File: src/rtl/pi_dac_pkg.sv
// Shared types and frame-building helpers for the VCXO tuning DAC SPI driver.
// The DAC takes a 24-bit frame: 6 don't-care bits, 2 power-down bits, 16-bit offset-binary code.
package pi_dac_pkg;

    localparam int unsigned c_frame_bits = 24;
    localparam int unsigned c_data_bits  = 16;
    localparam logic [1:0]  c_pd_normal  = 2'b00;
    localparam logic [4:0]  c_last_bit   = 5'(c_frame_bits - 1);

    typedef enum logic [1:0] {
        IDLE,
        SETUP,
        SHIFT,
        HOLD
    } state_t;

    // Two's complement to offset binary: flip the sign bit only, no clipping.
    function automatic logic [c_data_bits-1:0] to_offset_binary(input logic [c_data_bits-1:0] d);
        return d ^ 16'h8000;
    endfunction

    function automatic logic [c_frame_bits-1:0] build_frame(input logic [c_data_bits-1:0] d);
        return {6'b000000, c_pd_normal, to_offset_binary(d)};
    endfunction

endpackage

File: src/rtl/spi_half_tick.sv
// Half-period divider for the SPI clock: tick_o is high in the last cycle of every
// g_div-cycle window; restart_i synchronously returns the count to zero.
module spi_half_tick #(
    parameter int unsigned g_div = 4
) (
    input  logic clk_i,
    input  logic rst_i,
    input  logic restart_i,
    output logic tick_o
);

    localparam logic [7:0] c_last = 8'(g_div - 1);

    logic [7:0] cnt;

    assign tick_o = (cnt == c_last);

    // NOTE: state registers use non-blocking assignments so every flop samples pre-edge values.
    always_ff @(posedge clk_i or posedge rst_i) begin
        if (rst_i) begin
            cnt <= '0;
        end else if (restart_i || tick_o) begin
            cnt <= '0;
        end else begin
            cnt <= cnt + 8'd1;
        end
    end

endmodule

File: src/rtl/pi_dac_spi_driver.sv
// Serialises PI loop corrections into SYNC_n-framed 24-bit SPI writes for the VCXO DAC,
// with a one-deep newest-wins buffer and a saturating overrun counter.
module pi_dac_spi_driver
    import pi_dac_pkg::*;
#(
    parameter int unsigned g_clk_div = 4
) (
    input  logic        clk_i,
    input  logic        rst_i,
    input  logic        d_valid_i,
    input  logic [15:0] d_i,
    input  logic        overrun_clr_i,
    output logic        dac_sclk_o,
    output logic        dac_din_o,
    output logic        dac_sync_n_o,
    output logic        busy_o,
    output logic        done_o,
    output logic [15:0] overrun_cnt_o
);

    state_t                  state, state_next;
    logic [c_frame_bits-1:0] shifter, shifter_next;
    logic [4:0]              bit_cnt, bit_cnt_next;
    logic                    phase, phase_next;     // 0: SCLK low half, 1: SCLK high half
    logic [c_data_bits-1:0]  pend_data, pend_data_next;
    logic                    pend_full, pend_full_next;
    logic                    overrun_evt;
    logic                    hold_exit;
    logic                    tick;
    logic                    restart;

    // The divider restarts on every state change so each state starts a fresh half-period.
    assign restart   = (state_next != state);
    assign hold_exit = (state == HOLD) && tick;

    spi_half_tick #(
        .g_div(g_clk_div)
    ) u_half_tick (
        .clk_i    (clk_i),
        .rst_i    (rst_i),
        .restart_i(restart),
        .tick_o   (tick)
    );

    // NOTE: every always_comb output gets a default first, so no path can infer a latch.
    always_comb begin
        state_next     = state;
        shifter_next   = shifter;
        bit_cnt_next   = bit_cnt;
        phase_next     = phase;
        pend_data_next = pend_data;
        pend_full_next = pend_full;
        overrun_evt    = 1'b0;

        if (d_valid_i && (state != IDLE) && !hold_exit) begin
            pend_data_next = d_i;
            pend_full_next = 1'b1;
            overrun_evt    = pend_full;
        end

        case (state)
            IDLE: begin
                if (d_valid_i) begin
                    shifter_next = build_frame(d_i);
                    bit_cnt_next = c_last_bit;
                    phase_next   = 1'b0;
                    state_next   = SETUP;
                end
            end
            SETUP: begin
                if (tick) begin
                    phase_next = 1'b0;
                    state_next = SHIFT;
                end
            end
            SHIFT: begin
                if (tick) begin
                    if (!phase) begin
                        // Rising SCLK: present the next bit, but keep bit 0 through its high half.
                        phase_next = 1'b1;
                        if (bit_cnt != 5'd0) begin
                            shifter_next = {shifter[c_frame_bits-2:0], 1'b0};
                        end
                    end else if (bit_cnt == 5'd0) begin
                        state_next = HOLD;
                    end else begin
                        bit_cnt_next = bit_cnt - 5'd1;
                        phase_next   = 1'b0;
                    end
                end
            end
            HOLD: begin
                if (tick) begin
                    if (d_valid_i) begin
                        // A fresh strobe beats a buffered value; dropping the buffer is an overrun.
                        shifter_next   = build_frame(d_i);
                        bit_cnt_next   = c_last_bit;
                        phase_next     = 1'b0;
                        pend_full_next = 1'b0;
                        overrun_evt    = pend_full;
                        state_next     = SETUP;
                    end else if (pend_full) begin
                        shifter_next   = build_frame(pend_data);
                        bit_cnt_next   = c_last_bit;
                        phase_next     = 1'b0;
                        pend_full_next = 1'b0;
                        state_next     = SETUP;
                    end else begin
                        state_next = IDLE;
                    end
                end
            end
            default: state_next = IDLE;
        endcase
    end

    always_ff @(posedge clk_i or posedge rst_i) begin
        if (rst_i) begin
            state     <= IDLE;
            shifter   <= '0;
            bit_cnt   <= '0;
            phase     <= 1'b0;
            pend_data <= '0;
            pend_full <= 1'b0;
        end else begin
            state     <= state_next;
            shifter   <= shifter_next;
            bit_cnt   <= bit_cnt_next;
            phase     <= phase_next;
            pend_data <= pend_data_next;
            pend_full <= pend_full_next;
        end
    end

    // Pins are registered from the current state, so they trail the FSM by one cycle.
    always_ff @(posedge clk_i or posedge rst_i) begin
        if (rst_i) begin
            dac_sclk_o   <= 1'b1;
            dac_din_o    <= 1'b0;
            dac_sync_n_o <= 1'b1;
            busy_o       <= 1'b0;
            done_o       <= 1'b0;
        end else begin
            dac_sclk_o   <= !((state == SHIFT) && !phase);
            dac_din_o    <= ((state == SETUP) || (state == SHIFT)) && shifter[c_frame_bits-1];
            dac_sync_n_o <= !((state == SETUP) || (state == SHIFT));
            busy_o       <= (state != IDLE);
            done_o       <= hold_exit;
        end
    end

    always_ff @(posedge clk_i or posedge rst_i) begin
        if (rst_i) begin
            overrun_cnt_o <= '0;
        end else if (overrun_clr_i) begin
            overrun_cnt_o <= '0;
        end else if (overrun_evt && (overrun_cnt_o != 16'hFFFF)) begin
            overrun_cnt_o <= overrun_cnt_o + 16'd1;
        end
    end

endmodule

File: config.mk
export PLATFORM = sky130hd
export DESIGN_NAME = pi_dac_spi_driver
export DESIGN_NICKNAME = d
export VERILOG_FILES = /design/src/rtl/pi_dac_pkg.sv /design/src/rtl/spi_half_tick.sv /design/src/rtl/pi_dac_spi_driver.sv
export SDC_FILE = /design/constraint.sdc
export NUM_CORES = 1
export LEC_CHECK = 0
export ABC_AREA = 1
export CAP_MARGIN = 30
export CORE_ASPECT_RATIO = 1.75
export CORE_MARGIN = 10
export CORE_UTILIZATION = 55
export CTS_CLUSTER_SIZE = 16
export DETAILED_ROUTE_END_ITERATION = 7
export MAX_ROUTING_LAYER = met4
export PLACE_DENSITY = 0.76
export SLEW_MARGIN = 20
export SYNTH_ARGS = -nofsm -noshare
export SYNTH_HDL_FRONTEND = slang
export SYNTH_HIERARCHICAL = 1
export SYNTH_SLANG_ARGS = --single-unit
export TNS_END_PERCENT = 5
File: constraint.sdc
create_clock -name clk_i -period 3.45 [get_ports clk_i]
set_clock_uncertainty 0.15 [all_clocks]
set_input_delay 1.035 -clock clk_i [delete_from_list [all_inputs] [get_ports clk_i]]
set_output_delay 1.035 -clock clk_i [all_outputs]
set_load 0.02 [all_outputs]
==> flow_metrics.env, run 1 <==
export IMPL_status="finished, final reports clean"
export IMPL_path_clk_slew_ps=60
export IMPL_unrepaired_setup_endpoints_after_global_routing="no"
export IMPL_area_of_the_die_um2=11800
export IMPL_ys_types=35
export IMPL_grt_max_degree=71
export IMPL_cts_inserted_buffers=9
export IMPL_grt_use_total_pct=17.7
export IMPL_min_delay_path_class="register to register"
export IMPL_ys_flop_type="sky130_fd_sc_hd__dfrtp_1"
export IMPL_ctsLongestPathBuffers=2
export IMPL_fp_coreArea_um2=7570
export IMPL_dieWidth_um=86.5
export IMPL_irDropWorstVdd_uv=282
export IMPL_route_vias_total=3752
export IMPL_detailedRoute_firstPassIterationCount=5
export IMPL_critPathKind="register to output pin"
export IMPL_area_growth_synth_to_final_pct=17.4
export IMPL_critPathBufInv=1
export IMPL_crit_fanout=5
export IMPL_finish_net_count=626
export IMPL_slew_headroom_pct=65.8
export IMPL_portBuffers=40
export IMPL_grt_pass1_wl_mm=16.7
export IMPL_post_route_drc_count=0
export IMPL_power_density_nw_per_um2=404
export IMPL_timing_critical_path_slowest_stage_cell="sky130_fd_sc_hd__clkdlybuf4s50_1"
export IMPL_yosys_top_cells_area="sky130_fd_sc_hd__dfrtp_1 45%, sky130_fd_sc_hd__nand2_1 15%, sky130_fd_sc_hd__o21ai_0 7.3%"
export IMPL_syn_inst=560
export IMPL_post_route_cells_drive_above_1_share_pct=7.49
export IMPL_min_period_over_period_pct=76.4
export IMPL_post_synth_top_area_fraction_pct=44.7
export IMPL_ys_seq_area_share_pct=46.0
export IMPL_cts_root_buf="sky130_fd_sc_hd__clkbuf_16"
export IMPL_yosys_area_share_simple_pct=27.5
export IMPL_starting_drt_drc_count=310
export IMPL_gr_total_overflow=0
export IMPL_setup_viol=0
export IMPL_mappedNetlistNets=589
export IMPL_synth_mux_area_fraction_pct=0.530
export IMPL_timing_critical_path_cells="clkdlybuf4s50_1"
export IMPL_clk_latency_ps=330
export IMPL_cts_resized_gates=0
export IMPL_first_global_vias=3729
export IMPL_detailedPlace_worstSlack_ps=644
export IMPL_yosys_area_top_type="sky130_fd_sc_hd__dfrtp_1"
export IMPL_core_rowCount=42
export IMPL_gp_congestion=0.859
export IMPL_vias_per_cell=5.45
export IMPL_syn_cell_area_um2=4250
export IMPL_die_height_um=136
export IMPL_timing_critical_path_to_type="output pin"
export IMPL_synthesis_yosys_warnings=6
export IMPL_max_cap_violations=0
export IMPL_totalNegativeSetupSlack_ps=0
export IMPL_multi_input_area_um2=1960
export IMPL_synth_enable_flop_cells=0
export IMPL_placed_cells=674
export IMPL_async_reset_ff_share_pct=100
export IMPL_num_antenna_cells=0
export IMPL_design_portCount=41
export IMPL_worst_ep_required_time_ps=2260
export IMPL_post_layout_nonfiller_instances=689
export IMPL_min_clock_period_post_route_ps=2640
export IMPL_power_leakage_uw=0.00245
export IMPL_cp_slowest_stage_delay_ps=650
export IMPL_start_kind="register"
export IMPL_final_max_slew_viol_count=0
export IMPL_cts_sinks=78
export IMPL_pin_slew_with_the_least_headroom_to_its_limit_ps=511
export IMPL_holdBufCountCts=0
export IMPL_ys_ff_latch=78
export IMPL_total_power_uw=2020
export IMPL_worst_ep_arrival_time_ps=1450
export IMPL_synth_area_per_cell_um2=7.59
export IMPL_antenna_found_initial=0
export IMPL_postRouteAntennaNets=0
export IMPL_synthAdderAreaFrac_pct=2.65
export IMPL_fillCellCount=683
export IMPL_wl_mm=9.61
export IMPL_final_hold_viol_count=0
export IMPL_wl_per_cell_um=13.9
export IMPL_cts_repair_timing_setup_buffer_count=0
export IMPL_synth_top_family_by_area="simple AND/OR/NAND/NOR gates"
export IMPL_dpl_hpwl_mm=6.59
export IMPL_synth_compound_gate_area_share_pct=13.0
export IMPL_synth_xor_area_share_pct=2.47
export IMPL_post_synth_top_count_cell="sky130_fd_sc_hd__nand2_1"
export IMPL_post_route_hold_slack_ps=327
export IMPL_clock_tree_from_tritoncts="built"
export IMPL_minimum_setup_slack_in_the_final_design_ps=815
export IMPL_area_sequential_um2=1950
export IMPL_initial_core_util_pct=56.2
export IMPL_cts_htree_levels=3
export IMPL_max_freq_mhz=379
export IMPL_synth_top_cells_by_count="168 x sky130_fd_sc_hd__nand2_1, 76 x sky130_fd_sc_hd__dfrtp_1, 62 x sky130_fd_sc_hd__o21ai_0"
export IMPL_critical_path_top_delay_family="buffers and inverters"
flip-flops by register name (all words and copies together), names as in the netlist:
name             count
bit_cnt              5
busy_o               1
dac_din_o            1
dac_sclk_o           1
dac_sync_n_o         1
done_o               1
overrun_cnt_o       16
pend_data           16
pend_full            1
phase                1
shifter             24
state                2
u_half_tick/cnt      8
worst reg2reg max path, delay by kind of cell (launching register included):
| family | cells | cell delay, ps |
|---|---|---|
| compound gates | 1 | 90 |
| fa+ha+maj | 1 | 210 |
| buf+inv | 3 | 900 |
| flops | 1 | 450 |
| simple gates | 5 | 510 |
cells by family after synthesis:
logic type / count (synthesis)
simple gates: 275
compound gates: 105
buf+inv: 79
flops: 78
xor+xnor: 12
fa+ha+maj: 9
mux: 2
cell type report:
cell class	instances	share of cell area [%]
sequential	78	39.2
tap	88	2.21
timing repair buffer	46	9.18
clock buffer	11	4.66
multi-input combinational	403	39.4
inverter	59	4.46
clock inverter	4	0.978
routing by layer:
layer / wire (µm) / global-route usage [%] / share of wire, %
met1: 3980 / 19.0 / 41
met2: 5070 / 30.4 / 53
met4: 275 / 9.40 / 2.9
met3: 280 / 2.58 / 2.9
met5: 0 / - / 0
report_power, final:
| part | internal (µW) | switching, µW |
|---|---|---|
| Combinational | 55.0 | 79.1 |
| Sequential | 951 | 21.1 |
| Clock | 555 | 357 |
cell usage in the layout, fill, tap and decap left out, types with 2 or more instances in the layout:
master                            instances
sky130_fd_sc_hd__o21ai_1                 16
sky130_fd_sc_hd__nand2_1                168
sky130_fd_sc_hd__nand3_1                 25
sky130_fd_sc_hd__nand4_1                 14
sky130_fd_sc_hd__inv_2                    3
sky130_fd_sc_hd__nor2_2                   2
sky130_fd_sc_hd__clkdlybuf4s50_1         40
sky130_fd_sc_hd__a21oi_1                 19
sky130_fd_sc_hd__clkinv_2                 3
sky130_fd_sc_hd__clkbuf_16                9
sky130_fd_sc_hd__ha_1                     9
sky130_fd_sc_hd__o21bai_1                 2
sky130_fd_sc_hd__o21ai_2                  5
sky130_fd_sc_hd__dfstp_2                  2
sky130_fd_sc_hd__nor3_1                   2
sky130_fd_sc_hd__nor2_4                   2
sky130_fd_sc_hd__buf_4                    5
sky130_fd_sc_hd__nand2_4                  3
sky130_fd_sc_hd__dfrtp_1                 76
sky130_fd_sc_hd__mux2_2                   2
sky130_fd_sc_hd__clkbuf_1                 2
sky130_fd_sc_hd__o21ai_0                 62
sky130_fd_sc_hd__inv_1                   55
sky130_fd_sc_hd__nand2_2                  3
sky130_fd_sc_hd__nor2_1                  51
sky130_fd_sc_hd__xor2_1                  11
stage by stage:
step                      area [µm²]  util [%]
after floorplan                 4250         -
after global placement          4710      62.2
after detailed placement        4710      62.2
after CTS                       4990      66.0
after global routing            4990      66.0
final                           4990      66.0
path summary, 6_finish.rpt:
| kind | cells past startpoint | startpoint | end | slack [ps] |
|---|---|---|---|---|
| max reg2reg | 10 | state[0]$_DFF_PP0_ | shifter[23]$_DFFE_PP0P_ | 1070 |
| max in group asynchronous | 3 | rst_i | dac_sclk_o$_DFF_PP1_ | 1830 |
| min | 2 | bit_cnt[1]$_DFFE_PP0P_ | bit_cnt[1]$_DFFE_PP0P_ | 330 |
| min reg2reg | 2 | bit_cnt[1]$_DFFE_PP0P_ | bit_cnt[1]$_DFFE_PP0P_ | 330 |
| max | 1 | overrun_cnt_o[8]$_DFFE_PP0P_ | overrun_cnt_o[8] | 810 |
| min in group asynchronous | 2 | rst_i | u_half_tick/cnt[0]$_DFF_PP0_ | 850 |
(Power assumes the default switching activity.)
==> run 2, diff against run 1 <==
Clock period 3.45 ns to 2.5 ns, I/O delays scaled along.
==> run 2 against run 1 <==
  * Sequential share of layout area is 1.5 points lower
  * Global-route usage is 1.0 points higher
  * Non-clock buffer count is 10 higher
  * Sequential power is 38% higher
  * Utilization is 2.6 points higher
  * Worst setup slack worse by 670 ps
  * Cell count is 1.6% higher
==> flow_metrics.env, run 2 (synthesis results as in run 1) <==
export IMPL_critPathKind="register to output pin"
export IMPL_critPathBufInv=1
export IMPL_dieWidth_um=86.5
export IMPL_max_freq_mhz=425
export IMPL_starting_drt_drc_count=290
export IMPL_final_cell_mix="168 x sky130_fd_sc_hd__nand2_1, 76 x sky130_fd_sc_hd__dfrtp_1, 62 x sky130_fd_sc_hd__o21ai_0"
export IMPL_dpl_hpwl_mm=7.02
export IMPL_die_height_um=136
export IMPL_gp_congestion=0.953
export IMPL_initial_core_util_pct=56.2
export IMPL_clock_tree_from_tritoncts="built"
export IMPL_worst_r2r_setup_slack_ps=240
export IMPL_worst_r2r_startpoint="u_half_tick/cnt[1]$_DFF_PP0_"
export IMPL_cts_sinks=78
export IMPL_min_period_over_period_pct=94.0
export IMPL_ctsLongestPathBuffers=2
export IMPL_worst_ep_arrival_time_ps=1450
export IMPL_worst_ep_required_time_ps=1600
export IMPL_min_clock_period_post_route_ps=2350
export IMPL_cts_root_buf="sky130_fd_sc_hd__clkbuf_16"
export IMPL_total_power_uw=3040
export IMPL_power_density_nw_per_um2=587
export IMPL_timing_critical_path_to_type="output pin"
export IMPL_critical_path_top_delay_family="buffers and inverters"
export IMPL_cp_depth=1
export IMPL_layout_commonest_cell="sky130_fd_sc_hd__nand2_1"
export IMPL_fillCellCount=636
export IMPL_crit_fanout=1
export IMPL_largest_registers_ranked_by_flip_flop_count="shifter: 24 flops, overrun_cnt_o: 16 flops, pend_data: 16 flops"
export IMPL_post_route_cells_drive_above_1_share_pct=9.80
export IMPL_minimum_setup_slack_in_the_final_design_ps=149
export IMPL_finish_net_count=636
export IMPL_gr_total_overflow=0
export IMPL_antenna_found_initial=0
export IMPL_area_sequential_um2=1950
export IMPL_route_vias_total=3771
export IMPL_registers_top_by_ff_count="shifter"
export IMPL_largest_reg_flops=24
export IMPL_grt_use_total_pct=18.7
export IMPL_multi_input_area_um2=1970
export IMPL_totalNegativeSetupSlack_ps=0
export IMPL_wl_per_cell_um=14.5
export IMPL_core_rowCount=42
export IMPL_holdBufCountCts=0
export IMPL_start_kind="register"
export IMPL_power_leakage_uw=0.00253
export IMPL_postRouteAntennaNets=0
export IMPL_vias_per_cell=5.39
export IMPL_path_clk_slew_ps=60
export IMPL_pin_slew_with_the_least_headroom_to_its_limit_ps=424
export IMPL_unrepaired_setup_endpoints_after_global_routing="no"
export IMPL_fp_coreArea_um2=7570
export IMPL_cts_htree_levels=3
export IMPL_wl_mm=10.1
export IMPL_portBuffers=40
export IMPL_timing_critical_path_slowest_stage_cell="sky130_fd_sc_hd__clkdlybuf4s50_1"
export IMPL_crit_end="dac_sclk_o"
export IMPL_detailedPlace_worstSlack_ps=61.2
export IMPL_irDropWorstVdd_uv=375
export IMPL_timing_critical_path_cells="clkdlybuf4s50_1"
export IMPL_r2r_worst_path_cells=17
export IMPL_area_growth_synth_to_final_pct=21.9
export IMPL_grt_pass1_wl_mm=17.7
export IMPL_setup_viol=0
export IMPL_post_route_drc_count=0
export IMPL_detailedRoute_firstPassIterationCount=5
export IMPL_timing_critical_path_from="dac_sclk_o$_DFF_PP1_"
export IMPL_min_delay_path_class="register to register"
export IMPL_cts_inserted_buffers=9
export IMPL_status="finished, final reports clean"
export IMPL_clk_latency_ps=330
export IMPL_slew_headroom_pct=71.7
export IMPL_first_global_vias=3930
export IMPL_num_antenna_cells=0
export IMPL_final_max_slew_viol_count=0
export IMPL_grt_max_degree=49
export IMPL_max_cap_violations=0
export IMPL_area_of_the_die_um2=11800
export IMPL_cp_slowest_stage_delay_ps=610
export IMPL_design_portCount=41
export IMPL_final_hold_viol_count=0
export IMPL_reg2reg_to="u_half_tick/cnt[6]$_DFF_PP0_"
[run 2: layout make-up]
cell class | count | area share, %
Timing Repair Buffer | 56 | 11.2
Clock inverter | 7 | 2.32
Clock buffer | 9 | 4.34
Sequential cell | 78 | 37.7
Inverter | 59 | 4.37
Tap cell | 88 | 2.12
Multi-Input combinational cell | 403 | 37.9
[run 2: what timing repair did]
item                                    CTS  global route
hold endpoints to repair                  0             0
resized for setup                         0             2
endpoints found under the setup margin    0             4
buffers inserted                          0             0
[run 2: layer usage]
| metal | up-vias | share of wire [%] | global-route usage (%) |
|---|---|---|---|
| met4 | 0 | 1.7 | 7.23 |
| met5 | - | 0 | - |
| met2 | 79 | 54 | 32.2 |
| li1 | 1877 | - | - |
| met3 | 18 | 3.4 | 4.01 |
| met1 | 1797 | 40 | 20.3 |
[run 2: tightest hold or removal path: stages, from the launching register on]
cell                      delay [ps]
sky130_fd_sc_hd__dfrtp_1         340
sky130_fd_sc_hd__nand2_1          50
sky130_fd_sc_hd__o21ai_0          60
[run 2: how the worst min path moves through the flow]
| stage | end | depth (start not counted) | slack, ps | start |
|---|---|---|---|---|
| 2_1_floorplan | dac_din_o$_DFF_PP0_ | 2 | 290 | shifter[23]$_DFFE_PP0P_ |
| 3_3_place_gp | pend_data[10]$_DFFE_PP0P_ | 2 | 310 | pend_data[10]$_DFFE_PP0P_ |
| 3_5_place_dp | shifter[13]$_DFFE_PP0P_ | 2 | 320 | shifter[13]$_DFFE_PP0P_ |
| 4_1_cts | shifter[13]$_DFFE_PP0P_ | 2 | 330 | shifter[13]$_DFFE_PP0P_ |
| 5_1_grt | shifter[13]$_DFFE_PP0P_ | 2 | 350 | shifter[13]$_DFFE_PP0P_ |
| 6_report | pend_data[8]$_DFFE_PP0P_ | 2 | 330 | pend_data[8]$_DFFE_PP0P_ |
[run 2: power breakdown]
| part | switching (µW) | leakage (µW) | internal [µW] | total, µW |
|---|---|---|---|---|
| logic | 114 | 0.00138 | 90.3 | 204 |
| registers | 30.6 | 0.000983 | 1310 | 1340 |
| clock network | 519 | 0.000166 | 978 | 1500 |
| total | 663 | 0.00253 | 2380 | 3040 |
[run 2: metrics by stage]
stage | instance area [µm²] | hold WS [ps] | std cells | util, %
final | 5190 | 330 | 700 | 68.5
after global routing | 5190 | 347 | 700 | 68.5
after CTS | 5180 | 333 | 700 | 68.5
after detailed placement | 4840 | 318 | 684 | 63.9
after global placement | 4840 | 312 | 684 | 63.9
after floorplan | 4260 | 286 | 560 | -
==> patch: new RTL, config.mk and constraints of run 1 <==
The 4 states of `state_t` get a one-hot encoding in 4 bits.
--- a/src/rtl/pi_dac_pkg.sv
+++ b/src/rtl/pi_dac_pkg.sv
@@ -7,11 +7,11 @@
     localparam logic [1:0]  c_pd_normal  = 2'b00;
     localparam logic [4:0]  c_last_bit   = 5'(c_frame_bits - 1);
 
-    typedef enum logic [1:0] {
-        IDLE,
-        SETUP,
-        SHIFT,
-        HOLD
+    typedef enum logic [3:0] {
+        IDLE  = 4'b0001,
+        SETUP = 4'b0010,
+        SHIFT = 4'b0100,
+        HOLD  = 4'b1000
     } state_t;
 
     // Two's complement to offset binary: flip the sign bit only, no clipping.
Check against the original RTL: no difference found for any inputs over 10 cycles, from zero or initial values and one cycle with rst_i high; not proved beyond that.
==> patch against run 1 <==
- cell area increased by 5.6%
- core utilization increased by 0.26 points
- first-iteration DRC count decreased by 24%
- non-clock buffer count increased by 3
- setup slack got worse by 0.050 ns
- sequential cell count increased by 2
- wire length increased by 4.9%
- area after synthesis increased by 6.4%
- critical endpoint is now overrun_cnt_o[2]
Power is not compared: it rests on default switching activity, and its combinational part moved more than twofold at a synthesized area within 25%.
==> patch: results (changes against run 1) <==
| Metric | Value |
|---|---|
| Worst Path Arrival | 1.50 ns (+0.05 ns) |
| Syn nets | 645 (+9.5%) |
| Compound-gate portion of the synthesized area | 0.0816 (-0.0484) |
| Multiplexer share of the synthesized area | 0 (-0.00530) |
| Final RePlAce weighted congestion | 0.886 (+3.1%) |
| Place WS | 0.506 ns (-0.138 ns) |
| Slowest-stage cell, CP | clkdlybuf4s50_1 |
| Top cells by area, synth | dfrtp_1, nand2_1, nand3_1 |
| Synth Area in Adders | 0.0138 (-0.0126) |
| Post-Synth XOR/XNOR Area | 0.0194 (-0.00535) |
| Global Route Usage Sum | 0.182 (+0.00476) |
| Largest net degree at the start of global routing | 45 (-37%) |
| P_leak | 2.55 nW |
| Mean cell area of the mapped netlist | 7.30 µm² (-3.9%) |
| Cell taking the most area after synthesis | dfrtp_1 |
| Layout cells sized above 1 | 0.0975 (+0.0226) |
| Post-cts resize count | 0 (unchanged) |
| CTS Buf Count | 9 (unchanged) |
| Vias per inst | 5.24 (-3.7%) |
| Sequential share of the synthesized area | 0.443 (-0.0161) |
| Root Driver | clkbuf_16 |
| Registers with the most flip-flops | shifter: 24 flops, overrun_cnt_o: 16 flops, pend_data: 16 flops |
| Final WS setup | 0.765 ns (-0.0500 ns) |
| Clock Tree Buf Depth | 2 (unchanged) |
| Initial antenna violation count | 0 (unchanged) |
| Total gr overflow | 0 (unchanged) |
| First-pass detailed-route iteration total | 4 (-1) |
| Nets | 687 (+9.7%) |
| Number of global-route vias before repair | 3,954 (+6.0%) |
| Worst slew margin | 0.651 (-0.00712) |
| Clk Latency, worst-skew pair | 0.34 ns |
| Worst r2r path cells | 12 (+2) |
| Placed Area | 5010 µm² (+6.3%) |
| CTS H-tree lvls | 3 (unchanged) |
| Crit Path Max Fanout | 8 (+3) |
| Dpl cells | 741 (+9.9%) |
| Number of I/O port buffers | 40 (unchanged) |
| Synth cell types | 34 (-2.9%) |
| VDD IR-drop max | 354 µV |
| First-pass GRT wire length | 17.8 mm (+6.8%) |
| Status | finished, final reports clean |
| Slowest stage delay, CP | 0.67 ns (+0.02 ns) |
| Most frequent cells after synthesis | nand2_1, dfrtp_1, nor2_1 |
| DR iter-0 viols | 235 (-24%) |
| Drt wl/cell | 13.3 µm (-4.5%) |
| Post-DP HPWL | 7.26 mm (+10%) |
| Finished Layout Cells | 757 (+9.9%) |
[patch: kinds of logic (layout without fill, tap and decap cells)]
kind of cell,Yosys count,after routing
DFF,80,80
AOI/OAI and AO/OA,60,60
and+or+nand+nor,386,386
buffers and inverters,79,126
xor gates and xnor gates,10,10
adders and majority gates,5,5
[patch: cell type report]
type	instances	area [µm²]
clock buffer	12	236
clock inverter	4	30.0
fill	698	2690
inverter	61	229
multi-input combinational	461	2170
sequential	80	2010
tap	90	113
timing repair buffer	49	484
[patch: report_power, final]
part           switching, mW  leakage (nW)  internal (mW)
Clock                  0.374         0.127          0.490
Sequential             0.138          1.01           1.20
Combinational          0.714          1.41          0.359
Total                   1.23          2.55           2.04
[patch: final timing paths]
kind | from | to | slack (ns)
setup / recovery | overrun_cnt_o[2]$_DFFE_PP0P_ | overrun_cnt_o[2] | 0.76
hold / removal | shifter[0]$_DFFE_PP0P_ | shifter[0]$_DFFE_PP0P_ | 0.33
setup reg to reg | state[0]$_DFF_PP1_ | u_half_tick/cnt[6]$_DFF_PP0_ | 1.09
hold reg to reg | shifter[0]$_DFFE_PP0P_ | shifter[0]$_DFFE_PP0P_ | 0.33
max in group asynchronous | rst_i | state[0]$_DFF_PP1_ | 1.72
min in group asynchronous | rst_i | done_o$_DFF_PP0_ | 0.84
[patch: worst min-delay path, stage by stage (launching register included)]
cell and delay [ns]:
dfrtp_1 0.34, nand2_1 0.05, nand2_1 0.05
[patch: layer usage]
metal / part of all wire / wire length [µm] / track usage / vias to the layer above
met5: 0 / 0 / - / -
met4: 0.027 / 276 / 0.0753 / 0
met3: 0.041 / 411 / 0.0389 / 17
met2: 0.51 / 5180 / 0.302 / 78
met1: 0.42 / 4210 / 0.204 / 1832
li1: - / - / - / 2043
